### config.mk
export PLATFORM = sky130hd
export DESIGN_NAME = cfg_loader
export DESIGN_NICKNAME = d
export VERILOG_FILES = /design/src/rtl/cfg_loader_pkg.sv /design/src/rtl/cfg_sync_detect.sv /design/src/rtl/cfg_loader.sv
export SDC_FILE = /design/constraint.sdc
export NUM_CORES = 1
export LEC_CHECK = 0
export CORE_MARGIN = 1
export CORE_UTILIZATION = 39
export CTS_CLUSTER_SIZE = 28
export DETAILED_ROUTE_END_ITERATION = 16
export SLEW_MARGIN = 40
export SYNTH_ARGS = -nofsm -noshare
export SYNTH_HDL_FRONTEND = slang
export SYNTH_SLANG_ARGS = --single-unit
### constraint.sdc
create_clock -name clk -period 1.34 [get_ports clk]
set_clock_uncertainty 0.1 [all_clocks]
set_input_delay 0.268 -clock clk [delete_from_list [all_inputs] [get_ports clk]]
set_output_delay 0.268 -clock clk [all_outputs]
set_load 0.005 [all_outputs]
### src/rtl/cfg_loader_pkg.sv
// Shared types and constants for the serial configuration loader.
// Holds the FSM state encoding, default geometry and the block slice helper.
package cfg_loader_pkg;

    typedef enum logic [1:0] {
        HUNT = 2'd0,
        LOAD = 2'd1,
        PAR  = 2'd2
    } state_t;

    localparam int DEF_NUM_BLOCKS = 4;
    localparam int DEF_CFG_W      = 5;
    localparam int P              = DEF_NUM_BLOCKS * DEF_CFG_W;

    localparam logic [7:0] DEF_SYNC = 8'hA5;

    // Lowest bit position of block i's word inside the packed config vector.
    function automatic int block_lo(input int i, input int cfg_w);
        return i * cfg_w;
    endfunction

endpackage

### src/rtl/cfg_sync_detect.sv
// Sliding 8-bit window over the serial stream that flags the frame start pattern.
// The window empties itself on a hit so a new search starts from a clean slate.
module cfg_sync_detect
    import cfg_loader_pkg::*;
#(
    parameter logic [7:0] SYNC = DEF_SYNC
) (
    input  logic clk,
    input  logic rst,
    input  logic shift_en,
    input  logic clear,
    input  logic bit_in,
    output logic match
);

    logic [7:0] sreg;
    logic [7:0] next_sreg;

    assign next_sreg = {sreg[6:0], bit_in};
    assign match     = shift_en && (next_sreg == SYNC);

    always_ff @(posedge clk) begin
        if (rst) begin
            sreg <= '0;
        end else if (clear || match) begin
            sreg <= '0;
        end else if (shift_en) begin
            sreg <= next_sreg;
        end
    end

endmodule

### src/rtl/cfg_loader.sv
// Framed serial config loader: hunts for SYNC, shadows the payload LSB first,
// and commits it to the logic blocks only when the trailing even-parity bit agrees.
module cfg_loader
    import cfg_loader_pkg::*;
#(
    parameter int         NUM_BLOCKS = DEF_NUM_BLOCKS,
    parameter int         CFG_W      = DEF_CFG_W,
    parameter logic [7:0] SYNC       = DEF_SYNC
) (
    input  logic                        clk,
    input  logic                        rst,
    input  logic                        bit_in,
    input  logic                        bit_valid,
    input  logic                        abort,
    output logic [NUM_BLOCKS*CFG_W-1:0] cfg_out,
    output logic                        cfg_valid,
    output logic                        busy,
    output logic                        done,
    output logic                        err
);

    localparam int PAY_W = NUM_BLOCKS * CFG_W;
    localparam int CNT_W = $clog2(PAY_W + 1);

    state_t             state;
    state_t             next_state;
    logic [PAY_W-1:0]   shadow;
    logic [CNT_W-1:0]   count;
    logic               par;
    logic               sync_match;
    logic               start_frame;
    logic               take_bit;
    logic               commit;
    logic               par_fail;
    logic               discard;

    // The detector only runs while hunting; leaving HUNT or aborting empties it.
    cfg_sync_detect #(
        .SYNC(SYNC)
    ) u_sync (
        .clk      (clk),
        .rst      (rst),
        .shift_en (bit_valid && !abort && (state == HUNT)),
        .clear    (abort || (state != HUNT)),
        .bit_in   (bit_in),
        .match    (sync_match)
    );

    always_ff @(posedge clk) begin
        if (rst) begin
            state <= HUNT;
        end else begin
            state <= next_state;
        end
    end

    always_comb begin
        next_state  = state;
        start_frame = 1'b0;
        take_bit    = 1'b0;
        commit      = 1'b0;
        par_fail    = 1'b0;
        discard     = 1'b0;
        case (state)
            HUNT: begin
                if (sync_match) begin
                    next_state  = LOAD;
                    start_frame = 1'b1;
                end
            end
            LOAD: begin
                if (abort) begin
                    next_state = HUNT;
                    discard    = 1'b1;
                end else if (bit_valid) begin
                    take_bit = 1'b1;
                    if (count == CNT_W'(PAY_W - 1)) begin
                        next_state = PAR;
                    end
                end
            end
            PAR: begin
                if (abort) begin
                    next_state = HUNT;
                    discard    = 1'b1;
                end else if (bit_valid) begin
                    next_state = HUNT;
                    if (par ^ bit_in) begin
                        par_fail = 1'b1;
                    end else begin
                        commit = 1'b1;
                    end
                end
            end
            default: next_state = HUNT;
        endcase
    end

    always_ff @(posedge clk) begin
        if (rst) begin
            shadow <= '0;
            count  <= '0;
            par    <= 1'b0;
        end else if (start_frame || discard) begin
            shadow <= '0;
            count  <= '0;
            par    <= 1'b0;
        end else if (take_bit) begin
            shadow[count] <= bit_in;
            count         <= count + 1'b1;
            par           <= par ^ bit_in;
        end
    end

    // The active configuration only ever changes on a parity-clean commit.
    always_ff @(posedge clk) begin
        if (rst) begin
            cfg_out   <= '0;
            cfg_valid <= 1'b0;
            err       <= 1'b0;
            done      <= 1'b0;
        end else begin
            done <= commit;
            if (commit) begin
                for (int i = 0; i < NUM_BLOCKS; i++) begin
                    cfg_out[block_lo(i, CFG_W) +: CFG_W] <= shadow[block_lo(i, CFG_W) +: CFG_W];
                end
                cfg_valid <= 1'b1;
                err       <= 1'b0;
            end else if (par_fail) begin
                err <= 1'b1;
            end
        end
    end

    assign busy = (state == LOAD) || (state == PAR);

endmodule

==> flow_summary.ini, run 1 <==
[status]
status = finished with violations
failed_checks = negative setup slack

[timing]
rsz0062_at_grt = true
report.final.slew_viol_count = 0
hold_slack_ps = 349.5
max_freq_ghz = 0.6672
period_share_pct = 111.8
worst_pin_slew_ps = 377.8
setup_viol = 51
finalHoldViolCount = 0
setup_tns_ps = -4867
min_period_ps = 1499
fin_ws_ps = -158.8
slew_headroom_pct = 74.82

[final_layout]
seqCellArea_mm2 = 0.001174
design_area_mm2 = 0.003902
fillers = 524
multi_input_area_mm2 = 0.001630
drive_gt1_share_pct = 45.60
syn2layout_area_growth_pct = 55.41
fin_cells = 450
finalNetCount = 384
antenna_cells = 0

[clocking]
clkTransAtPathRegs_ps = 60
cts_buffer_depth = 2
h-tree-depth = 3
cts_tree = built
clock-sinks = 58
cts_made_buffers = 9
cts-root-buf = clkbuf_8
clock_latency_ps = 330

[critical_path]
slowest_delay_ps = 360
endpoint_kind = flop
cp.required_ps = 1470
slowest_stage = dfxtp_2
critPathKind = flop to flop
path_buf_inv = 1
startpoint_type = flop
path_depth = 6
worstPathArrival_ps = 1620
ff2ff_path_depth = 6
cp_top_family = simple AND/OR/NAND/NOR gates
worstPathCellList = buf_6 -> ha_4 -> and4b_2 -> nor2b_4 -> mux2i_1 -> nor2_1
crit_fanout = 7

[logic_synthesis]
syn-instance-count = 296
yosys_warnings = 0
ys_types = 33
ys_ff_latch = 58
synth_seq_area_share_pct = 46.24
synthArstFlopShare_pct = 0
synth_edf_count = 0
synth_ff_type = dfxtp_1
synth_nets = 309
synthesis.area_mm2 = 0.002511
syn_avg_cell_area_um2 = 8.484

[power_and_ir_drop]
power.leakage_uw = 0.001759
power_density_mw_per_mm2 = 842.0
ir_drop_v = 0.0004821
total_power_uw = 3286

[hold_path]
hold_depth = 2
min_path_type = flop to flop

[place]
hpwlAfterDp_mm = 3.633
placed_cell_area_mm2 = 0.003192
gp_congestion = 0.7355
numPortBuffers = 28
dp_cells = 425

[routing]
wl_per_cell_um = 13.34
viasPerCell = 4.942
finalWirelength_mm = 6.001
drc_errors = 0
num_vias = 2224
postRouteAntennaNets = 0
drt_pass1_iterations = 4
drt_first_iter_violations = 92

[flow_run]
drv_cap = 0

[global_routing]
grt_pass1_vias = 1927
grt-ovfl-total = 0
antenna_found_initial = 0
grt_pass1_wl_mm = 8.963
grt_max_degree = 27
grt_use_total_pct = 17.97

[floorplan]
fp.dieW_um = 82.24
die_h_um = 82.24
num_rows = 28
io_pins = 29
core_mm2 = 0.006061
die-area_mm2 = 0.006763
initial_core_util_pct = 41.43
-- cells by family (layout without fill, tap and decap cells) --
group / count (synthesis) / count (layout) / share of synthesized area, %
DFF: 58 / 58 / 46.24
AOI/OAI and AO/OA: 43 / 43 / 9.567
xor gates and xnor gates: 6 / 6 / 2.093
adders and majority gates: 8 / 8 / 3.986
muxes: 14 / 14 / 5.580
and+or+nand+nor: 141 / 141 / 27.21
buffers and inverters: 26 / 105 / 5.331
-- final timing paths --
path | startpoint | endpoint | slack, ps
setup reg to reg | state[0]$_SDFFE_PP0P_ | shadow[15]$_SDFFE_PP0P_ | -160
hold / removal | cfg_out[19]$_SDFFE_PP0P_ | cfg_out[19]$_SDFFE_PP0P_ | 350
hold reg to reg | cfg_out[19]$_SDFFE_PP0P_ | cfg_out[19]$_SDFFE_PP0P_ | 350
setup / recovery | state[0]$_SDFFE_PP0P_ | shadow[15]$_SDFFE_PP0P_ | -160
-- Yosys cell counts, types with 2 or more instances --
master,n,share of area (%)
nand2_1,77,12
dfxtp_1,58,46
a21oi_1,39,7.8
nor2_1,21,3.1
nand3_1,20,4.0
mux2i_1,14,5.6
buf_2,8,1.6
ha_1,8,4.0
clkbuf_1,7,1.0
inv_1,6,0.90
nand2b_1,5,1.2
and4b_1,4,1.6
buf_4,3,0.90
xnor2_1,3,1.0
xor2_1,3,1.0
buf_6,2,0.90
nor3b_2,2,1.0
-- area by class of cell --
class / instances / share of cell area [%]
flip-flops and latches: 58 / 30.07
well taps: 75 / 2.405
inverters: 6 / 0.7054
clock buffers: 12 / 3.976
clock inverters: 3 / 0.3847
multi-input cells: 212 / 41.78
repair buffers: 84 / 20.68
-- metal layers --
metal  global-route usage (%)  vias to the layer above  share of wire [%]
met3                    3.846                       16                3.0
met2                    28.43                       32                 48
li1                         -                     1128                  -
met4                    10.35                        0                2.0
met5                        0                        -                  0
met1                    22.48                     1048                 47
-- registers in the layout, indices dropped and copies added, names as in the netlist --
| register | flops |
|---|---|
| cfg_out | 20 |
| done | 1 |
| cfg_valid | 1 |
| count | 5 |
| u_sync.sreg | 7 |
| shadow | 20 |
| par | 1 |
| err | 1 |
| state | 2 |
-- power by group --
part / internal [uW] / leakage, uW / switching (uW)
combinational: 58.5 / 0.00119 / 85.9
clock: 752 / 0.0000920 / 665
sequential: 1720 / 0.000472 / 0.296
total: 2530 / 0.00176 / 751
-- metrics by stage --
stage | setup WS, ps | util [%]
floorplan | -83.09 | -
global placement | -520.8 | 52.66
detailed placement | -572.9 | 52.66
CTS | -141.7 | 57.76
global route | -221.9 | 64.39
finish | -158.8 | 64.39
-- layout by cell type, fill, tap and decap left out, drive strengths merged, types with 2 or more instances in the layout --
cell	netlist	final
xnor2	3	3
nor2	21	21
dlygate4sd2	0	26
a21oi	40	40
and4bb	2	2
clkinv	0	3
clkbuf	7	14
nor2b	2	2
dfxtp	58	58
inv	6	6
nand2b	5	5
ha	8	8
nand2	78	78
nor3	2	2
xor2	3	3
mux2i	14	14
buf	13	55
and4b	4	4
nand3	20	20
nor3b	3	3
-- what timing repair did --
action	CTS	global route
pin swaps	11	48
hold buffers	0	0
resized for setup	75	83
cloned	2	3
setup buffers	2	3
endpoints found under the setup margin	82	56
-- worst reg2reg max path, cell delays in order (launching register included) --
cell and delay [ps]:
dfxtp_2 360, buf_6 110, ha_4 150, and4b_2 280, nor2b_4 160, mux2i_1 180, nor2_1 60
Power figures use the tool's default switching activity.
==> run 2: changes to the inputs <==
Clock period 1.34 ns to 1.7 ns, I/O delays scaled along.
==> flow_summary.ini, run 2 (synthesized netlist as in run 1, its figures left out) <==
[floorplan]
die_h_um = 82.24
die-area_mm2 = 0.006763
io_pins = 29
fp.dieW_um = 82.24
initial_core_util_pct = 41.43
num_rows = 28
core_mm2 = 0.006061

[clocking]
clock_latency_ps = 330
cts_tree = built
cts-root-buf = clkbuf_8
cts_hold_buf = 0
cts_made_buffers = 9
clkTransAtPathRegs_ps = 60
cts_buffer_depth = 2
h-tree-depth = 3
clock-sinks = 58

[status]
status = finished clean

[timing]
setup_viol = 0
hold_slack_ps = 352.0
max_freq_ghz = 0.6079
setup_tns_ps = 0
worst_pin_slew_ps = 489.4
finalHoldViolCount = 0
report.final.slew_viol_count = 0
min_period_ps = 1645
slew_headroom_pct = 67.20
rsz0062_at_grt = false
period_share_pct = 96.77

[routing]
drt_first_iter_violations = 108
postRouteAntennaNets = 0
drt_pass1_iterations = 4
wl_per_cell_um = 12.01
num_vias = 1984
finalWirelength_mm = 4.998
drc_errors = 0
viasPerCell = 4.769

[final_layout]
finalNetCount = 350
antenna_cells = 0
drive_gt1_share_pct = 14.66
mostFrequentLayoutCells = nand2_1 (77), dfxtp_1 (56), a21oi_1 (39), clkdlybuf4s50_1 (27), nor2_1 (21)
top_regs = cfg_out (20), shadow (20), u_sync.sreg (7)
syn2layout_area_growth_pct = 25.41
mostFrequentLayoutCell = nand2_1

[flow_run]
drv_cap = 0

[global_routing]
grt_max_degree = 27
grt_pass1_wl_mm = 7.955
grt_pass1_vias = 1728
antenna_found_initial = 0
grt_use_total_pct = 16.12
grt-ovfl-total = 0

[hold_path]
min_path_type = flop to flop

[critical_path]
cp.required_ps = 1260
crit_fanout = 3
critPathKind = flop to output pin
startpoint_type = flop
worstPathArrival_ps = 1210
endpoint_kind = output pin

[place]
hpwlAfterDp_mm = 3.447
gp_congestion = 0.7510
numPortBuffers = 28

[power_and_ir_drop]
ir_drop_v = 0.0004382
power.leakage_uw = 0.001168
power_density_mw_per_mm2 = 816.6
-- run 2: cell count changes in the layout (fill, tap and decap cells not counted), moves of 18 or more --
cell	delta
a21oi_2	-28
dlygate4sd2_1	-25
buf_4	-18
clkdlybuf4s50_1	+26
a21oi_1	+29
nand2_1	+24
-- run 2: layout make-up --
cell class	instances	area, um2
multi-input cells	212	1229
inverters	6	22.52
repair buffers	50	469.2
clock buffers	13	158.9
clock inverters	2	12.51
fillers	586	2912
well taps	75	93.84
flip-flops and latches	58	1164
-- run 2: worst max-delay path, stage by stage (launching register included) --
cell and delay, ps:
dfxtp_2 340, inv_2 60, ha_4 260, dlygate4sd2_1 220
-- run 2: per-stage QoR --
| step | total power, uW | area, um2 | cells | util [%] | worst slack (ps) |
|---|---|---|---|---|---|
| finish | 2572 | 3149 | 416 | 51.96 | 54.89 |
| floorplan | 1440 | 2511 | 296 | - | 225.7 |
| global placement | 1479 | 2957 | 400 | 48.78 | -225.6 |
| detailed placement | 1480 | 2957 | 400 | 48.78 | -268.4 |
| CTS | 2597 | 3149 | 416 | 51.96 | 44.51 |
| global route | 2673 | 3149 | 416 | 51.96 | 5.181 |
-- run 2: layer usage --
| layer | wire length (um) | global-route usage (%) | vias up | share of wire (%) |
|---|---|---|---|---|
| met5 | 0 | 0 | - | 0 |
| met4 | 80 | 7.368 | 0 | 1.6 |
| met3 | 147 | 5.275 | 6 | 2.9 |
| met2 | 2187 | 23.72 | 24 | 44 |
| met1 | 2581 | 21.26 | 897 | 52 |
| li1 | - | - | 1057 | - |
-- run 2: final timing paths --
kind	from	end	depth (start not counted)	slack, ps
hold / removal	cfg_out[4]$_SDFFE_PP0P_	cfg_out[4]$_SDFFE_PP0P_	2	350
hold reg to reg	cfg_out[4]$_SDFFE_PP0P_	cfg_out[4]$_SDFFE_PP0P_	2	350
setup / recovery	state[1]$_SDFFE_PP0P_	busy	3	50
setup reg to reg	state[0]$_SDFFE_PP0P_	state[0]$_SDFFE_PP0P_	6	110
-- run 2: report_power, final --
group          total, uW  leakage [uW]  internal, uW  switching [uW]
Combinational       89.2      0.000615          38.0            51.2
Clock               1120     0.0000855           599             524
Sequential          1360      0.000468          1360           0.389
Total               2570       0.00117          2000             575
-- run 2: repair_timing --
item | in CTS | in global routing
resized for setup | 6 | 0
buffers inserted | 1 | 0
pin swaps | 0 | 1
endpoints found under the setup margin | 1 | 1
==> run 3: changes to the inputs <==
Settings changed: SLEW_MARGIN 40 to unset.
==> results of run 3 <==
No change in the layout: final DEF, timing and power equal those of run 2.
